**src/rtl/sram_pkg.sv**
```systemverilog
// Shared types and helpers for the sram_sync_pipe memory: FSM states, latency bound,
// byte-lane count and per-lane parity.
package sram_pkg;

  typedef enum logic [0:0] {
    ST_CLEAR = 1'b0,
    ST_READY = 1'b1
  } sram_state_e;

  localparam int MAX_RD_LAT = 4;

  function automatic int lane_count(input int data_w);
    return data_w / 8;
  endfunction

  function automatic logic lane_parity(input logic [7:0] lane);
    return ^lane;
  endfunction

endpackage

```
**src/rtl/sram_array.sv**
```systemverilog
// Storage array: registered write with per-lane enables, combinational read of the
// addressed word. Address range checking is the caller's job.
module sram_array #(
  parameter int LANES  = 1,
  parameter int LANE_W = 8,
  parameter int IDX_W  = 8,
  parameter int DEPTH  = 256
) (
  input  logic                         clk_i,
  input  logic                         we_i,
  input  logic [LANES-1:0]             be_i,
  input  logic [IDX_W-1:0]             waddr_i,
  input  logic [LANES-1:0][LANE_W-1:0] wdata_i,
  input  logic [IDX_W-1:0]             raddr_i,
  output logic [LANES-1:0][LANE_W-1:0] rdata_o
);

  logic [LANES-1:0][LANE_W-1:0] mem_q [DEPTH];

  always_ff @(posedge clk_i) begin
    if (we_i) begin
      for (int l = 0; l < LANES; l++) begin
        if (be_i[l]) mem_q[waddr_i][l] <= wdata_i[l];
      end
    end
  end

  assign rdata_o = mem_q[raddr_i];

endmodule

```
**src/rtl/sram_sync_pipe.sv**
```systemverilog
// Single-port SRAM with byte-lane writes, RD_LAT-deep read pipeline and a zeroing sweep
// after reset. Define SRAM_PARITY_EN to store per-lane parity and expose ParityErr.
module sram_sync_pipe
  import sram_pkg::*;
#(
  parameter int DATA_W = 8,
  parameter int ADDR_W = 8,
  parameter int DEPTH  = 256,
  parameter int RD_LAT = 1
) (
  input  logic                Clock,
  input  logic                Reset_n,
  input  logic                ChipSelect,
  input  logic                WriteEnable,
  input  logic                ReadEnable,
  input  logic [ADDR_W-1:0]   Addr,
  input  logic [DATA_W-1:0]   dataIn,
  input  logic [DATA_W/8-1:0] ByteEn,
  output logic                ReqReady,
  output logic                Busy,
  output logic [DATA_W-1:0]   dataOut,
  output logic                ReadValid,
`ifdef SRAM_PARITY_EN
  output logic                ParityErr,
`endif
  output sram_state_e         dbg_state_o
);

  localparam int LANES = lane_count(DATA_W);
  localparam int IDX_W = (DEPTH > 1) ? $clog2(DEPTH) : 1;
  localparam int LAT   = (RD_LAT > MAX_RD_LAT) ? MAX_RD_LAT : ((RD_LAT < 1) ? 1 : RD_LAT);
  localparam logic [ADDR_W:0] DEPTH_L = (ADDR_W+1)'(DEPTH);
`ifdef SRAM_PARITY_EN
  localparam int LANE_W = 9;
`else
  localparam int LANE_W = 8;
`endif

  sram_state_e                  state_q;
  logic [IDX_W-1:0]             ptr_q;
  logic                         ready_q, busy_q;
  logic                         in_range, accept, rd_acc, wr_acc;
  logic                         arr_we;
  logic [LANES-1:0]             arr_be;
  logic [IDX_W-1:0]             arr_waddr;
  logic [LANES-1:0][LANE_W-1:0] arr_wdata, arr_rdata;
  logic [DATA_W-1:0]            rd_data;
  logic [LAT-1:0]               vld_q;
  logic [LAT-1:0][DATA_W-1:0]   dat_q;

  assign in_range = {1'b0, Addr} < DEPTH_L;
  assign accept   = ChipSelect & ready_q & (WriteEnable | ReadEnable);
  assign rd_acc   = accept & ReadEnable;
  assign wr_acc   = accept & WriteEnable & in_range;

  // The clear sweep owns the write port; zero data also means zero parity.
  always_comb begin
    arr_we    = wr_acc;
    arr_be    = ByteEn;
    arr_waddr = Addr[IDX_W-1:0];
    arr_wdata = '0;
    rd_data   = '0;
    for (int l = 0; l < LANES; l++) begin
`ifdef SRAM_PARITY_EN
      arr_wdata[l] = {lane_parity(dataIn[8*l +: 8]), dataIn[8*l +: 8]};
`else
      arr_wdata[l] = dataIn[8*l +: 8];
`endif
      rd_data[8*l +: 8] = arr_rdata[l][7:0];
    end
    if (state_q == ST_CLEAR) begin
      arr_we    = 1'b1;
      arr_be    = '1;
      arr_waddr = ptr_q;
      arr_wdata = '0;
    end
    if (!in_range) rd_data = '0;
  end

  sram_array #(
    .LANES (LANES),
    .LANE_W(LANE_W),
    .IDX_W (IDX_W),
    .DEPTH (DEPTH)
  ) u_array (
    .clk_i  (Clock),
    .we_i   (arr_we),
    .be_i   (arr_be),
    .waddr_i(arr_waddr),
    .wdata_i(arr_wdata),
    .raddr_i(Addr[IDX_W-1:0]),
    .rdata_o(arr_rdata)
  );

  always_ff @(posedge Clock or negedge Reset_n) begin
    if (!Reset_n) begin
      state_q <= ST_CLEAR;
      ptr_q   <= '0;
      ready_q <= 1'b0;
      busy_q  <= 1'b1;
    end else if (state_q == ST_CLEAR) begin
      if (ptr_q == IDX_W'(DEPTH - 1)) begin
        state_q <= ST_READY;
        ready_q <= 1'b1;
        busy_q  <= 1'b0;
      end else begin
        ptr_q <= ptr_q + IDX_W'(1);
      end
    end
  end

  // Each stage's data only advances behind a valid, so the last stage holds the last read.
  always_ff @(posedge Clock or negedge Reset_n) begin
    if (!Reset_n) begin
      vld_q <= '0;
      dat_q <= '0;
    end else begin
      vld_q[0] <= rd_acc;
      if (rd_acc) dat_q[0] <= rd_data;
      for (int i = 1; i < LAT; i++) begin
        vld_q[i] <= vld_q[i-1];
        if (vld_q[i-1]) dat_q[i] <= dat_q[i-1];
      end
    end
  end

`ifdef SRAM_PARITY_EN
  logic           perr_now;
  logic [LAT-1:0] perr_q;

  always_comb begin
    perr_now = 1'b0;
    for (int l = 0; l < LANES; l++) begin
      if (arr_rdata[l][8] != lane_parity(arr_rdata[l][7:0])) perr_now = 1'b1;
    end
    perr_now = perr_now & in_range;
  end

  always_ff @(posedge Clock or negedge Reset_n) begin
    if (!Reset_n) begin
      perr_q <= '0;
    end else begin
      perr_q[0] <= rd_acc & perr_now;
      for (int i = 1; i < LAT; i++) perr_q[i] <= perr_q[i-1];
    end
  end

  assign ParityErr = perr_q[LAT-1];
`endif

  assign ReqReady    = ready_q;
  assign Busy        = busy_q;
  assign ReadValid   = vld_q[LAT-1];
  assign dataOut     = dat_q[LAT-1];
  assign dbg_state_o = state_q;

endmodule

```
**config.mk**
```make
export PLATFORM = sky130hd
export DESIGN_NAME = sram_sync_pipe
export DESIGN_NICKNAME = d
export VERILOG_FILES = /design/src/rtl/sram_pkg.sv /design/src/rtl/sram_array.sv /design/src/rtl/sram_sync_pipe.sv
export SDC_FILE = /design/constraint.sdc
export NUM_CORES = 2
export LEC_CHECK = 0
export ABC_AREA = 1
export ABC_CLOCK_PERIOD_IN_PS = 5200
export BUFFER_PORTS_ARGS = -buffer_cell sky130_fd_sc_hd__buf_2
export CAP_MARGIN = 20
export CORE_MARGIN = 2
export CORE_UTILIZATION = 33
export CTS_CLUSTER_SIZE = 12
export DETAILED_ROUTE_END_ITERATION = 16
export GPL_TIMING_DRIVEN = 0
export HOLD_SLACK_MARGIN = 0.06
export PLACE_DENSITY = 0.44
export RECOVER_POWER = 25
export SETUP_SLACK_MARGIN = 0.1
export SLEW_MARGIN = 10
export SYNTH_ARGS = -nofsm -noshare
export SYNTH_HDL_FRONTEND = slang
export SYNTH_SLANG_ARGS = --single-unit
export TNS_END_PERCENT = 1
```
**constraint.sdc**
```tcl
create_clock -name Clock -period 5.2 [get_ports Clock]
set_clock_uncertainty 0.15 [all_clocks]
set_input_delay 0 -clock Clock [delete_from_list [all_inputs] [get_ports Clock]]
set_output_delay 0 -clock Clock [all_outputs]
set_load 0.01 [all_outputs]
```
Word level (Yosys, flattened, before mapping)
Memory sizes are Yosys's and may differ from the RTL's. A register that Yosys moved wholly into a read port is not among the register bits.
Index checks and enable logic that the tools add are counted.
{"block": "word_totals", "register_bits": 12, "mem_bits_rw": 2048, "inputBits": 22, "output_inout_bits": 12, "n_memories": 1}
{"block": "classes", "addsub": 1, "eq_ne": 1, "mux": 9, "bitwise_logic": 7, "reduce_logical": 3}
{"name": "u_array.mem_q", "depth": 256, "width": 8, "read_ports": 1, "rd_ports_with_merged_regs": 1, "write_ports": 1, "line": "sram_array.sv:18", "text": "logic [LANES-1:0][LANE_W-1:0] mem_q [DEPTH];"}
{"op": "$mux W8", "n": 2}
{"op": "$add A8 B1 Y8 const B", "n": 1}
{"op": "$eq A8 B8 Y1 const B", "n": 1}
{"op": "$mux W1", "n": 7}
{"op": "$and A1 B1 Y1", "n": 4}
{"op": "$reduce_and A2 Y1", "n": 2}
{"op": "$not A1 Y1", "n": 2}
{"op": "$logic_not A1 Y1", "n": 1}
{"op": "$or A1 B1 Y1", "n": 1}

Depth between registers and ports, before layout
{"block": "depth", "word_depth": 6, "ltp_mapped": 15, "depth_no_buf": 11}

Modules after synthesis
From an unflattened synthesis, not the netlist that was laid out.
{"block": "hier_totals", "cells_unflattened": 7150, "hier_area_um2": 84429.7}
{"mod": "sram_array", "n_inst": 1, "cells_each": 6997, "area_per_inst_um2": 83337.4, "seq_area_each_um2": 61499.0}
{"mod": "sram_sync_pipe", "n_inst": 1, "cells_each": 153, "area_per_inst_um2": 1092.3, "seq_area_each_um2": 501.7}

Least setup slack after synthesis
OpenSTA, ideal clock, no wires.
{"block": "synth_timing", "path_kind": "reg-to-reg", "startpoint": "register state_q, in the netlist dbg_state_o", "endpoint": "memory u_array.mem_q[0][0] (netlist bit), data pin", "setup_ns": 0.774, "arrival_ns": 3.521, "required_ns": 4.276, "path_slack_ns": 0.755, "stages_incl_launch_ff": 5, "n_path_buf": 2, "period_less_slack_ns": 4.445, "path_cell_list": "dfrtp_1 > buf_4 > buf_2 > nand2_1 > inv_1"}
{"element": "start: declaration", "line": "sram_sync_pipe.sv:39", "text": "sram_state_e state_q;"}
{"element": "start signal: assignment", "line": "sram_sync_pipe.sv:97", "text": "state_q <= ST_CLEAR;"}
{"element": "start signal: assignment", "line": "sram_sync_pipe.sv:103", "text": "state_q <= ST_READY;"}
{"element": "end: declaration", "line": "sram_array.sv:18"}

Final worst setup path
{"block": "layout_timing", "startpoint": "register state_q, in the netlist dbg_state_o", "endpoint": "memory u_array.mem_q[231][2] (netlist bit), enable pin"}
{"block": "layout_between", "elab_chain_len": 4, "elab_cells_between_ends": 6, "cone_classes": "6 x mux"}
{"element": "$mux W1", "line": "sram_sync_pipe.sv:71", "text": "if (state_q == ST_CLEAR) begin"}
{"element": "$mux W1", "line": "sram_array.sv:23", "text": "if (be_i[l]) mem_q[waddr_i][l] <= wdata_i[l];"}
{"element": "$mux W1", "line": "sram_array.sv:21", "text": "if (we_i) begin"}
{"element": "$mux W1 (implied by the code)", "line": "sram_array.sv:23"}
Parallel ways exist; a longest one is shown, timed or not.

==> impl_metrics.toml <==
[synthesis]
synthDistinctLibCells = 27
yosysSeqAreaShare_pct = 73.6
syn_inst = 7089
synth_edf_count = 2048
syn_area_mm2 = 0.0842
ys_warn_count = 0
synth_area_leaders = "edfxtp_1 73%, nand3_1 12%, nand2_1 9.5%"
ys.flop_type = "edfxtp_1"
avgSynthCellArea_um2 = 11.9
synth_nets = 7112
ys_ff_latch = 2068
synth_top_cell_area_share_pct = 73.0
async_flop_share_pct = 0.967
synthDominantAreaCellType = "edfxtp_1"

[floorplan]
num_rows = 185
start_util_pct = 33.2
core_mm2 = 0.254
dieHeight_um = 509
chipWidth_um = 509
io_pins = 34
die_area_mm2 = 0.259

[timing]
rsz0062_at_grt = "false"
max_freq_mhz = 219
fin_tns_setup_ns = 0
timing.slew.headroom_pct = -35.9
min_period_over_period_pct = 88.0
worst_hold_slack_ns = 0.135
hold_violations = 0
tightest_slew_ns = 2.03
maxSlewViolCount = 464
setup_viol = 0
period_minus_slack_ns = 4.57

[setup_path]
critical_path.max_fanout = 10
worstPathRequired_ns = 5.60
r2r-end = "u_array.mem_q[231][2]"
slowest_stage = "buf_2"
worst-r2r-setup-slack_ns = 0.63
worstSetupStartpoint = "dbg_state_o"
crit_path_start_kind = "flop"
arrival_ns = 4.97
cp_cell_sequence = "clkbuf_1, buf_4, inv_1, nor2_1, clkinv_1, buf_2, nand2_1, buf_2, nor2_1"
cp_slowest_stage_delay_ns = 0.76
end_kind = "flop"
crit_end = "u_array.mem_q[231][2]"
r2r_start = "dbg_state_o"
critPathKind = "reg2reg"
reg2reg_depth = 9

[global_routing]
grt_pass1_wl_um = 546000
grt_pass1_vias = 57677
grt_antenna_before_repair = 28
grt_max_degree = 129
track_usage_pct = 31.9
grt-ovfl-total = 0

[detailed_routing]
vias_per_cell = 5.72
firstDrtPassIters = 8
drt.antenna.violating_nets = 0
drc = 0
avgRoutedWirePerCell_um = 38.1
first_iter_violations = 9439
drt-total-wl_um = 422000
vias = 63338

[clocking]
cts_setup_buffers = 0
clock_latency_ns = 0.90
cts-htree-levels = 4
cts_buffers = 226
cts-root-buf = "clkbuf_16"
cts_sinks = 2068
cts_tree = "yes"
clockBufferDepth = 3
clkSlewWorstSetupHoldPaths_ns = 0.06

[placed_design]
gp_congestion = 1.01
io_buffers = 27
dp.final_hpwl_um = 294000
post-place-cells = 10592

[pwr]
power_density_mw_per_mm2 = 372
vdd_drop_max_mv = 0.337
pwr-share-comb_pct = 7.6
p_leak_nw = 33.0
p_int_mw = 27.1
p_sw_share_pct = 25.4
power_switching_mw = 9.25
power_frac_seq_pct = 49.6
p_total_mw = 36.3
p_clk_share_pct = 42.8

[final_layout]
syn_to_final_growth_pct = 15.9
layout_commonest_cell = "nand2_1"
final_nets = 7530
drive_above_1_share_pct = 11.6
fin_util_pct = 38.4
finalNonFillerCells = 11079
final_cell_mix = "2121 x nand2_1, 2048 x edfxtp_1, 2043 x nand3_1"

[run]
cap_violations = 6

[run_status]
violations = "max-capacitance violations, max-slew violations"
outcome = "complete, but fails checks"

[min_path]
hp-class = "in2reg"
==> flip-flops by register name, summed over array words and instances (netlist names) <==
name           count
ReadValid          1
ReqReady           1
dataOut            8
Busy               1
dbg_state_o        1
ptr_q              8
u_array.mem_q   2048
==> timing repair <==
| item | in CTS | in global routing |
|---|---|---|
| resized for setup | 0 | 0 |
| hold endpoints to repair | 1539 | 0 |
| hold buffers | 23 | 0 |
==> synth_stat cells, types with 4 or more instances <==
| cell type | instances |
|---|---|
| buf_1 | 39 |
| buf_2 | 309 |
| buf_4 | 37 |
| buf_6 | 23 |
| clkbuf_1 | 78 |
| dfrtp_1 | 19 |
| edfxtp_1 | 2048 |
| inv_1 | 47 |
| inv_2 | 4 |
| nand2_1 | 2121 |
| nand3_1 | 2043 |
| nor2_1 | 292 |
==> how the worst min path moves through the flow <==
| stage | endpoint | start | cells after the start | slack, ns |
|---|---|---|---|---|
| 6_report | u_array.mem_q[167][2] | dataIn[2] | 4 | 0.13 |
| 3_5_place_dp | dataOut[7] | Reset_n | 1 | -0.004 |
| 4_1_cts | dataOut[2] | ChipSelect | 6 | 0.07 |
| 2_1_floorplan | ReadValid | Reset_n | 0 | -0.45 |
| 3_3_place_gp | dataOut[7] | Reset_n | 1 | -0.02 |
| 5_1_grt | u_array.mem_q[244][1] | WriteEnable | 7 | 0.14 |
==> power by group through the flow <==
stage	Clock [mW]	Combinational (mW)	Sequential (mW)
after floorplan	0	1.18	18.4
after global placement	0	2.59	18.4
after detailed placement	0	2.62	18.4
after CTS	15.6	2.64	18.0
after global routing	16.2	2.77	18.0
final	15.6	2.75	18.0
==> critical path, delay by kind of cell, from the launching register on <==
kind	cells	cell delay (ns)
buffers and inverters	6	2.25
and+or+nand+nor	3	1.26
DFF	1	0.52
==> per-stage QoR <==
stage | worst slack (ns) | area (µm²)
6_report | 0.626 | 97600
5_1_grt | 0.514 | 97500
4_1_cts | 0.970 | 97400
3_5_place_dp | 1.00 | 90200
3_3_place_gp | -4.47 | 88500
2_1_floorplan | 0.755 | 84200
==> cell families (layout without fill, tap and decap cells) <==
logic type / count (synthesis) / in the layout / synth area share, %
compound gates: 10 / 10 / 0.0788
xor+xnor: 6 / 6 / 0.0624
fa+ha+maj: 1 / 1 / 0.0149
buf+inv: 541 / 1144 / 3.25
flops: 2068 / 2068 / 73.6
other cells: 0 / 21 / 0
simple gates: 4463 / 4463 / 23.0
==> layer usage <==
| metal | global-route usage, % | share of wire (%) |
|---|---|---|
| met5 | 0 | 0.11 |
| met4 | 18.3 | 6.7 |
| met3 | 7.99 | 10 |
| met2 | 49.3 | 45 |
| met1 | 40.8 | 38 |
==> final cells by class <==
class | instances | area [µm²]
clock buffers | 307 | 6060
clock inverters | 106 | 906
diodes | 21 | 52.6
multi-input cells | 4480 | 19600
plain buffers | 486 | 2550
fillers | 24714 | 156000
repair buffers | 190 | 1990
inverters | 55 | 259
flip-flops and latches | 2068 | 62000
well taps | 3366 | 4210
Power figures use the tool's default switching activity.
